==> src/rtl/oam_dma_engine.sv <==
`timescale 1ns/1ps
// oam_dma_engine
//   OAM DMA register and bus initiator. A CPU write to REG_ADDR latches a
//   source page and starts a copy of LENGTH bytes from {src_hi, 8'h00} to
//   DEST_BASE. The engine alternates READ and WRITE bus cycles. While it owns
//   the bus it holds dma_active high, and the top level muxes the A_dma /
//   Do_dma / strobe outputs onto the memory controller and stalls the CPU.
//
// Ports
//   clock, reset  system clock; synchronous active-high reset
//   A_cpu         CPU address bus
//   Di_cpu        CPU write data
//   wr_cpu_n      CPU write strobe (active-low); falling edge at REG_ADDR triggers
//   Do_reg        readback of the last byte written to REG_ADDR
//   cs_reg        combinational decode of A_cpu == REG_ADDR
//   A_dma, Do_dma DMA bus address / write data (registered)
//   Di_dma        read data returned by the memory controller
//   rd_dma_n      DMA read strobe, active-low (registered)
//   wr_dma_n      DMA write strobe, active-low (registered)
//   dma_active    DMA owns the bus (registered)

module oam_dma_engine #(
  parameter logic [15:0] REG_ADDR  = 16'hFF46,
  parameter logic [15:0] DEST_BASE = 16'hFE00,
  parameter int unsigned LENGTH    = 160
) (
  input  logic        clock,
  input  logic        reset,
  input  logic [15:0] A_cpu,
  input  logic [7:0]  Di_cpu,
  input  logic        wr_cpu_n,
  output logic [7:0]  Do_reg,
  output logic        cs_reg,
  output logic [15:0] A_dma,
  output logic [7:0]  Do_dma,
  input  logic [7:0]  Di_dma,
  output logic        rd_dma_n,
  output logic        wr_dma_n,
  output logic        dma_active
);

  typedef enum logic [1:0] {
    IDLE,
    SETUP,
    READ,
    WRITE
  } state_t;

  localparam logic [7:0] LAST_INDEX = 8'(LENGTH - 1);

  state_t     state;
  logic [7:0] src_hi;
  logic [7:0] index;
  logic [7:0] data_latch;
  logic       wr_prev;

  logic       trigger;
  logic [7:0] src_remap;

  assign cs_reg = (A_cpu == REG_ADDR);

  // Falling edge of the write strobe at the register address; a held-low
  // write therefore starts only one transfer.
  assign trigger = cs_reg && !wr_cpu_n && wr_prev;

  // Echo RAM pages E0..FF alias work RAM C0..DF.
  assign src_remap = (Di_cpu >= 8'hE0) ? (Di_cpu - 8'h20) : Di_cpu;

  // Bus outputs are registered together with the state, so each output
  // takes the value of the state being entered on the same edge.
  always_ff @(posedge clock) begin
    if (reset) begin
      state      <= IDLE;
      Do_reg     <= '0;
      src_hi     <= '0;
      index      <= '0;
      data_latch <= '0;
      wr_prev    <= 1'b1;
      A_dma      <= '0;
      Do_dma     <= '0;
      rd_dma_n   <= 1'b1;
      wr_dma_n   <= 1'b1;
      dma_active <= 1'b0;
    end else begin
      wr_prev <= wr_cpu_n;

      if (trigger) begin
        // Also handles restart mid-transfer: the in-flight byte is dropped.
        Do_reg     <= Di_cpu;
        src_hi     <= src_remap;
        index      <= '0;
        state      <= SETUP;
        dma_active <= 1'b1;
        rd_dma_n   <= 1'b1;
        wr_dma_n   <= 1'b1;
      end else begin
        unique case (state)
          IDLE: begin
            rd_dma_n   <= 1'b1;
            wr_dma_n   <= 1'b1;
            dma_active <= 1'b0;
          end

          SETUP: begin
            state    <= READ;
            A_dma    <= {src_hi, index};
            rd_dma_n <= 1'b0;
            wr_dma_n <= 1'b1;
          end

          READ: begin
            // Do_dma mirrors the data latch, so it is loaded from the same source.
            data_latch <= Di_dma;
            Do_dma     <= Di_dma;
            state      <= WRITE;
            A_dma      <= DEST_BASE + {8'h00, index};
            rd_dma_n   <= 1'b1;
            wr_dma_n   <= 1'b0;
          end

          WRITE: begin
            wr_dma_n <= 1'b1;
            if (index == LAST_INDEX) begin
              state      <= IDLE;
              rd_dma_n   <= 1'b1;
              dma_active <= 1'b0;
            end else begin
              index    <= index + 8'd1;
              state    <= READ;
              A_dma    <= {src_hi, index + 8'd1};
              rd_dma_n <= 1'b0;
            end
          end

          default: begin
            state      <= IDLE;
            rd_dma_n   <= 1'b1;
            wr_dma_n   <= 1'b1;
            dma_active <= 1'b0;
          end
        endcase
      end
    end
  end

endmodule

==> config.mk <==
export PLATFORM = sky130hd
export DESIGN_NAME = oam_dma_engine
export DESIGN_NICKNAME = d
export VERILOG_FILES = /design/src/rtl/oam_dma_engine.sv
export SDC_FILE = /design/constraint.sdc
export NUM_CORES = 1
export LEC_CHECK = 0
export ABC_AREA = 1
export CAP_MARGIN = 20
export CORE_UTILIZATION = 50
export DETAILED_ROUTE_END_ITERATION = 8
export PLACE_DENSITY = 0.81
export SYNTH_ARGS = -nofsm -noshare
export SYNTH_HDL_FRONTEND = slang
export SYNTH_SLANG_ARGS = --single-unit
==> constraint.sdc <==
create_clock -name clock -period 3.9 [get_ports clock]
set_input_delay 0.585 -clock clock [delete_from_list [all_inputs] [get_ports clock]]
set_output_delay 0.585 -clock clock [all_outputs]
set_load 0.02 [all_outputs]
==> results of run 1 <==
-- power groups by stage --
stage                     sequential (µW)  combinational [µW]  clock (µW)
after floorplan                       724                 302           0
after global placement                639                 609           0
after detailed placement              642                 617           0
after CTS                             631                 621         302
after global routing                  642                 681         320
final                                 632                 619         299
-- cells in the final DEF (no fill, tap or decap), types with 5 or more instances in the layout --
cell type        Yosys  final
a21oi_1             22     22
clkbuf_8             0      5
clkdlybuf4s50_1      0     70
dfxtp_1             49     49
ha_1                 7      7
inv_1               29     29
nand2_1             57     57
nand3_1             15     15
nor2_1              46     46
nor3_1               9      9
o21ai_0             25     25
-- stage by stage --
| stage | util [%] | cells | hold WS (ns) |
|---|---|---|---|
| after global routing | 70.1 | 426 | 0.484 |
| after detailed placement | 68.0 | 418 | 0.449 |
| after global placement | 68.0 | 418 | 0.445 |
| after floorplan | - | 308 | 0.430 |
| final | 70.1 | 426 | 0.463 |
| after CTS | 70.1 | 426 | 0.464 |
-- worst paths after layout --
kind          endpoint  slack [ns]  depth (start not counted)  startpoint
min          Do_reg[5]        0.46                          2   Do_reg[5]
max reg2reg   A_dma[4]        1.93                          8    state[1]
min reg2reg  Do_reg[5]        0.46                          2   Do_reg[5]
max             cs_reg        1.20                          4   A_cpu[14]
-- logic make-up (layout without fill, tap and decap cells) --
family / count (synthesis) / after routing / share of synthesized area [%]
simple gates: 143 / 143 / 27.9
compound gates: 60 / 60 / 14.6
flops: 49 / 49 / 43.3
buf+inv: 47 / 113 / 9.51
fa+ha+maj: 7 / 7 / 3.87
xor+xnor: 2 / 2 / 0.774
-- metal layers --
layer | wire [µm] | track usage (%)
met5 | 0 | 0
met4 | 60 | 7.48
met3 | 317 | 5.81
met2 | 2570 | 41.1
met1 | 2340 | 26.5
-- worst min-delay path, stage by stage, from the launching register on --
cell and delay, ns:
dfxtp_1 0.32, nand2_1 0.06, nand2_1 0.05
-- final cells by class --
type | instances | area [µm²]
Fill cell | 374 | 1300
Multi-Input combinational cell | 212 | 1070
Sequential cell | 49 | 981
Timing Repair Buffer | 74 | 731
Inverter | 31 | 119
Clock buffer | 6 | 72.6
Tap cell | 52 | 65.1
Clock inverter | 2 | 15.0
==> results.json, run 1 <==
{
  "wl_um": 5290,
  "cts_hold_buffers": 0,
  "htree_num_levels": 2,
  "place_ws_ns": 1.21,
  "start_kind": "input port",
  "diodes": 0,
  "hold_viol_final": 0,
  "synth-edff-count": 0,
  "max_freq_mhz": 371,
  "postSynthAreaPerCell_um2": 7.35,
  "clkTransAtPathRegs_ns": 0.08,
  "place_area_um2": 2960,
  "peakVddDrop_v": 0.000348,
  "synth_most_common_cell": "nand2_1",
  "drtPass1Iterations": 4,
  "avgViaCountPerCell": 5.13,
  "crit_fanout": 2,
  "cpPeakStageDelay_ns": 0.65,
  "synth_seq_cells": 49,
  "die_area_um2": 4800,
  "synth_ff_type": "dfxtp_1",
  "crit_chain": "clkdlybuf4s50_1 -> nand4_1 -> nor4_1 -> clkdlybuf4s50_1",
  "gp_routability_congestion": 0.805,
  "cts_tree": "done",
  "grt_overflow": 0,
  "crit_family": "buffers and inverters",
  "hpwl_um": 3840,
  "rsz0062_at_grt": "no",
  "wl_per_cell_um": 12.4,
  "synthTopCellsByCount": "nand2_1, dfxtp_1, nor2_1, inv_1, o21ai_0",
  "pwr-share-comb_pct": 39.9,
  "dieWidth_um": 69.3,
  "core_um2": 4350,
  "finalSetupViolations": 0,
  "areaGrowthSynthToFinish_pct": 34.8,
  "async_flop_share_pct": 0,
  "crit_top_cell": "clkdlybuf4s50_1",
  "fin_crit_ns": 2.70,
  "root_buffer": "clkbuf_8",
  "drc": 0,
  "p_switching_uw": 573,
  "worstMarginPinSlew_ns": 0.439,
  "syn_area_um2": 2260,
  "setup.worst_path.class": "in2out",
  "regMostFlops": "A_dma",
  "switching_share_pct": 37.0,
  "start_util_pct": 52.0,
  "p_int_uw": 976,
  "cts_max_path_buffers": 2,
  "slew_viol_final": 0,
  "synthTopCellsByArea": "dfxtp_1, nand2_1, nor2_1",
  "hp-class": "reg2reg",
  "synth.distinct_cells": 34,
  "slew_headroom_pct": 70.7,
  "worstSkewPairLatency_ns": 0.30,
  "yosys.area.top_type": "dfxtp_1",
  "worst-path-buf-inv": 2,
  "cp_data_required_time_ns": 3.31,
  "grt_pass1_vias": 2075,
  "num-nets-final": 415,
  "post_cts_buffers": 0,
  "finalSetupTns_ns": 0,
  "num_rows": 24,
  "setup.worst_path.end_class": "output port",
  "initialDrtViolationCount": 145,
  "grt_max_degree": 26,
  "synthCells": 308,
  "antenna_found_initial": 0,
  "cp.arrival_ns": 2.11,
  "seq_area_frac_synth_pct": 43.3,
  "status": "complete, no violations",
  "cts_buffers": 5,
  "cts.sinks": 49,
  "ctsResizeCount": 0,
  "largest_reg_flops": 16,
  "syn_nets": 350,
  "p_total_uw": 1550,
  "postLayoutSetupSlackWorst_ns": 1.20,
  "clock_skew_ns": 0.00933,
  "final_antenna_net_count": 0,
  "grt_pass1_wl_um": 9000,
  "p_leak_uw": 0.00124,
  "io_buffers": 70,
  "num_vias": 2186,
  "layout-drive-gt1-share_pct": 6.68,
  "synth_top_area_share_pct": 43.3,
  "die_y_um": 69.3,
  "seqPwrFrac_pct": 40.8,
  "max-cap-violations": 0,
  "p_per_area_nw_per_um2": 508,
  "cp_slowest_cell": "clkdlybuf4s50_1",
  "ios": 71,
  "finish.instance_area_um2": 3050,
  "clkPwrFrac_pct": 19.3,
  "grt_usage_pct": 23.0,
  "period_share_pct": 69.2,
  "synth_warnings": 0
}
(Power assumes the default switching activity.)
==> run 2, diff against run 1 <==
- CORE_UTILIZATION: 50 -> 46
- PLACE_DENSITY: 0.81 -> 0.75
- clock period: 3.9 -> 2.6 ns (I/O delays scaled with it)
==> run 2 against run 1 <==
Compared with the run above: wire length rose by 0.74%; register-to-register slack lost 1.4 ns; sequential cell count unchanged; clock-buffer cell count fell by 1; final cell count is 3.5% higher; critical path depth unchanged; die area grew 8.4%; largest cell class unchanged; sequential power up 50%; setup slack worse by 0.97 ns; hold slack improved by 0.0012 ns; utilization down 4.6 points.
==> results.json, run 2 (synthesis gave the netlist of run 1 again) <==
{
  "slew_viol_final": 0,
  "areaGrowthSynthToFinish_pct": 36.7,
  "p_switching_uw": 846,
  "cpPeakStageDelay_ns": 0.66,
  "finalSetupTns_ns": 0,
  "htree_num_levels": 2,
  "cts.sinks": 49,
  "drc": 0,
  "crit_top_cell": "clkdlybuf4s50_1",
  "rsz0062_at_grt": "no",
  "cts_buffers": 5,
  "cp_num_cells": 4,
  "fin_crit_ns": 2.36,
  "crit_start": "A_cpu[14]",
  "seqPwrFrac_pct": 39.4,
  "drtPass1Iterations": 4,
  "hp-class": "reg2reg",
  "diodes": 0,
  "max_freq_mhz": 423,
  "multi_input_area_um2": 1070,
  "place_ws_ns": 0.263,
  "start_kind": "input port",
  "clkTransAtPathRegs_ns": 0.09,
  "wl_um": 5330,
  "max-cap-violations": 0,
  "root_buffer": "clkbuf_8",
  "r2r-end": "A_dma[4]",
  "final_antenna_net_count": 0,
  "regMostFlops": "A_dma",
  "dieWidth_um": 72.1,
  "pwr-share-comb_pct": 38.3,
  "grt_pass1_wl_um": 9010,
  "core_um2": 4720,
  "crit_fanout": 2,
  "postLayoutSetupSlackWorst_ns": 0.236,
  "p_int_uw": 1560,
  "p_per_area_nw_per_um2": 777,
  "cp_data_required_time_ns": 2.21,
  "status": "complete, no violations",
  "grt_overflow": 0,
  "use_met1_pct": 26.4,
  "num_rows": 25,
  "register_area_um2": 981,
  "gp_routability_congestion": 0.771,
  "cts_max_path_buffers": 2,
  "cts_hold_buffers": 0,
  "post_cts_buffers": 0,
  "hpwl_um": 3930,
  "reg2reg_depth": 8,
  "initialDrtViolationCount": 125,
  "crit_path_end": "cs_reg",
  "timing.rr.start": "state[1]",
  "clkPwrFrac_pct": 22.3,
  "largest_reg_flops": 16,
  "num_vias": 2192,
  "hold_viol_final": 0,
  "worstMarginPinSlew_ns": 0.403,
  "peakVddDrop_v": 0.000291,
  "worstSkewPairLatency_ns": 0.31,
  "fill_cells": 435,
  "antenna_found_initial": 0,
  "ctsResizeCount": 0,
  "wl_per_cell_um": 12.1,
  "mostFrequentLayoutCells": "clkdlybuf4s50_1, nand2_1, dfxtp_1",
  "grt_max_degree": 21,
  "grt-busiest-layer": "met2",
  "layout-drive-gt1-share_pct": 6.95,
  "grtUsageMet3_pct": 6.39,
  "avgViaCountPerCell": 4.97,
  "clock_skew_ns": 0.00157,
  "die_y_um": 72.1,
  "rrSetupSlack_ns": 0.57,
  "holdWs_ns": 0.464,
  "cp_slowest_cell": "clkdlybuf4s50_1",
  "ios": 71,
  "grt_usage_pct": 22.1,
  "crit_family": "buffers and inverters",
  "slew_headroom_pct": 73.0,
  "finalSetupViolations": 0,
  "p_leak_uw": 0.00126,
  "io_buffers": 70,
  "crit_chain": "clkdlybuf4s50_1 -> nand4_1 -> nor4_1 -> clkdlybuf4s50_1",
  "cp.arrival_ns": 1.97,
  "setup.worst_path.end_class": "output port",
  "switching_share_pct": 35.2,
  "grt_pass1_vias": 2054,
  "final_common_cell": "clkdlybuf4s50_1",
  "setup.worst_path.class": "in2out",
  "start_util_pct": 47.9,
  "num-nets-final": 416,
  "grt_use_met2_pct": 37.3,
  "worst-path-buf-inv": 2,
  "cts_tree": "done",
  "period_share_pct": 90.9,
  "die_area_um2": 5200
}
run 2: cell type report:
| cell class | count | share of cell area (%) |
|---|---|---|
| clock buffers | 5 | 2.22 |
| inverters | 31 | 3.84 |
| multi-input cells | 212 | 34.5 |
| clock inverters | 2 | 1.13 |
| repair buffers | 75 | 23.9 |
| well taps | 67 | 2.71 |
| flip-flops and latches | 49 | 31.7 |
run 2: how the worst min path moves through the flow:
| stage | from | slack [ns] | endpoint | cells past startpoint |
|---|---|---|---|---|
| floorplan | src_hi[5] | 0.43 | src_hi[5] | 2 |
| detailed placement | Do_reg[5] | 0.45 | Do_reg[5] | 2 |
| finish | Do_reg[5] | 0.46 | Do_reg[5] | 2 |
| global placement | Do_reg[5] | 0.44 | Do_reg[5] | 2 |
| global route | Do_dma[5] | 0.49 | Do_dma[5] | 2 |
| CTS | Do_dma[1] | 0.47 | Do_dma[1] | 2 |
run 2: power by group through the flow:
stage / clock network [µW] / registers [µW] / logic (µW)
after global placement: 0 / 959 / 919
after floorplan: 0 / 1090 / 453
after global routing: 573 / 962 / 1020
after detailed placement: 0 / 964 / 925
after CTS: 543 / 948 / 931
final: 536 / 947 / 921
run 2: worst register-to-register path, delay by kind of cell, from the launching register on:
family	cells	cell delay, ns
DFF	1	0.41
and+or+nand+nor	4	0.43
AOI/OAI and AO/OA	1	0.28
buffers and inverters	2	0.38
adders and majority gates	1	0.42
run 2: routing by layer:
metal | wire length, µm | share of wire, % | up-vias
met1 | 2300 | 43 | 977
met2 | 2550 | 48 | 67
li1 | - | - | 1137
met4 | 141 | 2.6 | 0
met3 | 327 | 6.1 | 11
met5 | 0 | 0 | -
run 2: through the flow:
stage,cells,area [µm²],power (µW),util [%]
final,441,3090,2400,65.5
after global routing,441,3090,2560,65.5
after CTS,441,3090,2420,65.5
after detailed placement,434,2990,1890,63.3
after global placement,434,2990,1880,63.3
after floorplan,308,2260,1540,-
==> run 3, diff against run 2 <==
- CORE_MARGIN: unset -> 2
- GPL_TIMING_DRIVEN: unset -> 0
==> run 3 against run 2 <==
Compared with the run above: clock power down 17%; combinational power up 4.7%; critical path depth unchanged; utilization up 0.90 points; hold slack worse by 0.0059 ns; critical endpoint unchanged; largest cell class unchanged.
==> results.json, run 3 (synthesis gave the netlist of run 1 again) <==
{
  "max-cap-violations": 0,
  "slew_viol_final": 0,
  "clock_skew_ns": 0.00770,
  "cp.arrival_ns": 1.94,
  "seqPwrFrac_pct": 40.1,
  "start_util_pct": 47.9,
  "grt_max_degree": 16,
  "dieWidth_um": 74.1,
  "worstSkewPairLatency_ns": 0.31,
  "htree_num_levels": 2,
  "clkPwrFrac_pct": 19.0,
  "r2r-end": "A_dma[0]",
  "drc": 0,
  "peakVddDrop_v": 0.000316,
  "crit_fanout": 2,
  "min-delay-start": "Do_reg[5]",
  "mostFrequentLayoutCells": "clkdlybuf4s50_1, nand2_1, dfxtp_1",
  "worstMarginPinSlew_ns": 0.465,
  "finalSetupViolations": 0,
  "pwr-share-comb_pct": 40.9,
  "setup.worst_path.end_class": "output port",
  "timing.rr.start": "state[1]",
  "cts_hold_buffers": 0,
  "num-nets-final": 427,
  "num_rows": 25,
  "clkTransAtPathRegs_ns": 0.08,
  "fill_cells": 422,
  "antenna_found_initial": 0,
  "areaGrowthSynthToFinish_pct": 38.5,
  "grt_pass1_wl_um": 9300,
  "avgViaCountPerCell": 4.86,
  "num_vias": 2201,
  "diodes": 0,
  "switching_share_pct": 36.6,
  "setup.worst_path.class": "in2out",
  "root_buffer": "clkbuf_8",
  "crit_top_cell": "clkdlybuf4s50_1",
  "p_leak_uw": 0.00128,
  "cp_data_required_time_ns": 2.21,
  "layout-drive-gt1-share_pct": 8.03,
  "min_to": "Do_reg[5]",
  "p_per_area_nw_per_um2": 751,
  "p_total_uw": 2350,
  "cts.sinks": 49,
  "post_cts_buffers": 0,
  "final_common_cell": "clkdlybuf4s50_1",
  "cts_buffers": 5,
  "die_y_um": 74.1,
  "final_util_pct": 66.4,
  "p_int_uw": 1490,
  "core_um2": 4720,
  "rrSetupSlack_ns": 0.77,
  "start_kind": "input port",
  "hpwl_um": 4160,
  "regMostFlops": "A_dma",
  "fin_crit_ns": 2.33,
  "multi_input_area_um2": 1070,
  "grt_overflow": 0,
  "status": "complete, no violations",
  "hp-class": "reg2reg",
  "finalSetupTns_ns": 0,
  "period_share_pct": 89.5,
  "initialDrtViolationCount": 97,
  "register_area_um2": 981,
  "wl_um": 5380,
  "slew_headroom_pct": 69.0,
  "holdPathStages": 2,
  "ios": 71,
  "cpPeakStageDelay_ns": 0.65,
  "final_antenna_net_count": 0,
  "die_area_um2": 5500,
  "crit_chain": "clkdlybuf4s50_1 -> nand4_1 -> nor4_1 -> clkdlybuf4s50_1",
  "io_buffers": 70,
  "wl_per_cell_um": 11.9,
  "cts_tree": "done",
  "max_freq_mhz": 430,
  "cts_max_path_buffers": 2,
  "largest_reg_flops": 16,
  "grt_usage_pct": 21.8,
  "cp_slowest_cell": "clkdlybuf4s50_1",
  "p_switching_uw": 862,
  "hold_viol_final": 0,
  "gp_routability_congestion": 0.859,
  "ctsResizeCount": 0,
  "drtPass1Iterations": 4,
  "grt_pass1_vias": 2198,
  "reg2reg_depth": 9,
  "rsz0062_at_grt": "no"
}
run 3: worst max-delay path: cells and delay by family:
| family | cells | cell delay (ns) |
|---|---|---|
| AND/OR/NAND/NOR | 2 | 0.41 |
| buffers and inverters | 2 | 1.13 |
run 3: metal layers:
metal  vias up  wire length, µm  global-route usage [%]
li1       1150                -                       -
met1       988             2330                    26.1
met2        53             2670                    37.7
met3        10              293                    6.10
met4         0               91                    7.47
met5         -                0                       0
run 3: worst max path at each step:
stage	from	to	cells after the start
global route	A_cpu[5]	cs_reg	5
finish	A_cpu[13]	cs_reg	4
floorplan	A_cpu[5]	cs_reg	3
global placement	A_cpu[14]	cs_reg	4
detailed placement	A_cpu[13]	cs_reg	4
CTS	A_cpu[13]	cs_reg	4
run 3: power by group through the flow:
stage | clock network (µW) | registers [µW] | logic (µW)
2_1_floorplan | 0 | 1090 | 453
3_5_place_dp | 0 | 960 | 965
5_1_grt | 490 | 959 | 1080
4_1_cts | 458 | 944 | 971
6_report | 447 | 943 | 964
3_3_place_gp | 0 | 956 | 952
run 3: per-stage QoR:
step	hold slack, ns	setup slack (ns)	std cells	cell area [µm²]
CTS	0.462	0.251	453	3140
detailed placement	0.449	0.269	445	3050
global placement	0.442	0.269	445	3050
finish	0.458	0.273	453	3140
global route	0.489	0.178	453	3140
floorplan	0.430	0.956	308	2260
run 3: area by class of cell:
type | count | area share [%]
Timing Repair Buffer | 70 | 22.3
Multi-Input combinational cell | 212 | 34.0
Inverter | 31 | 3.79
Buffer | 16 | 3.07
Clock buffer | 6 | 2.31
Sequential cell | 49 | 31.3
Clock inverter | 2 | 0.479
Tap cell | 67 | 2.67
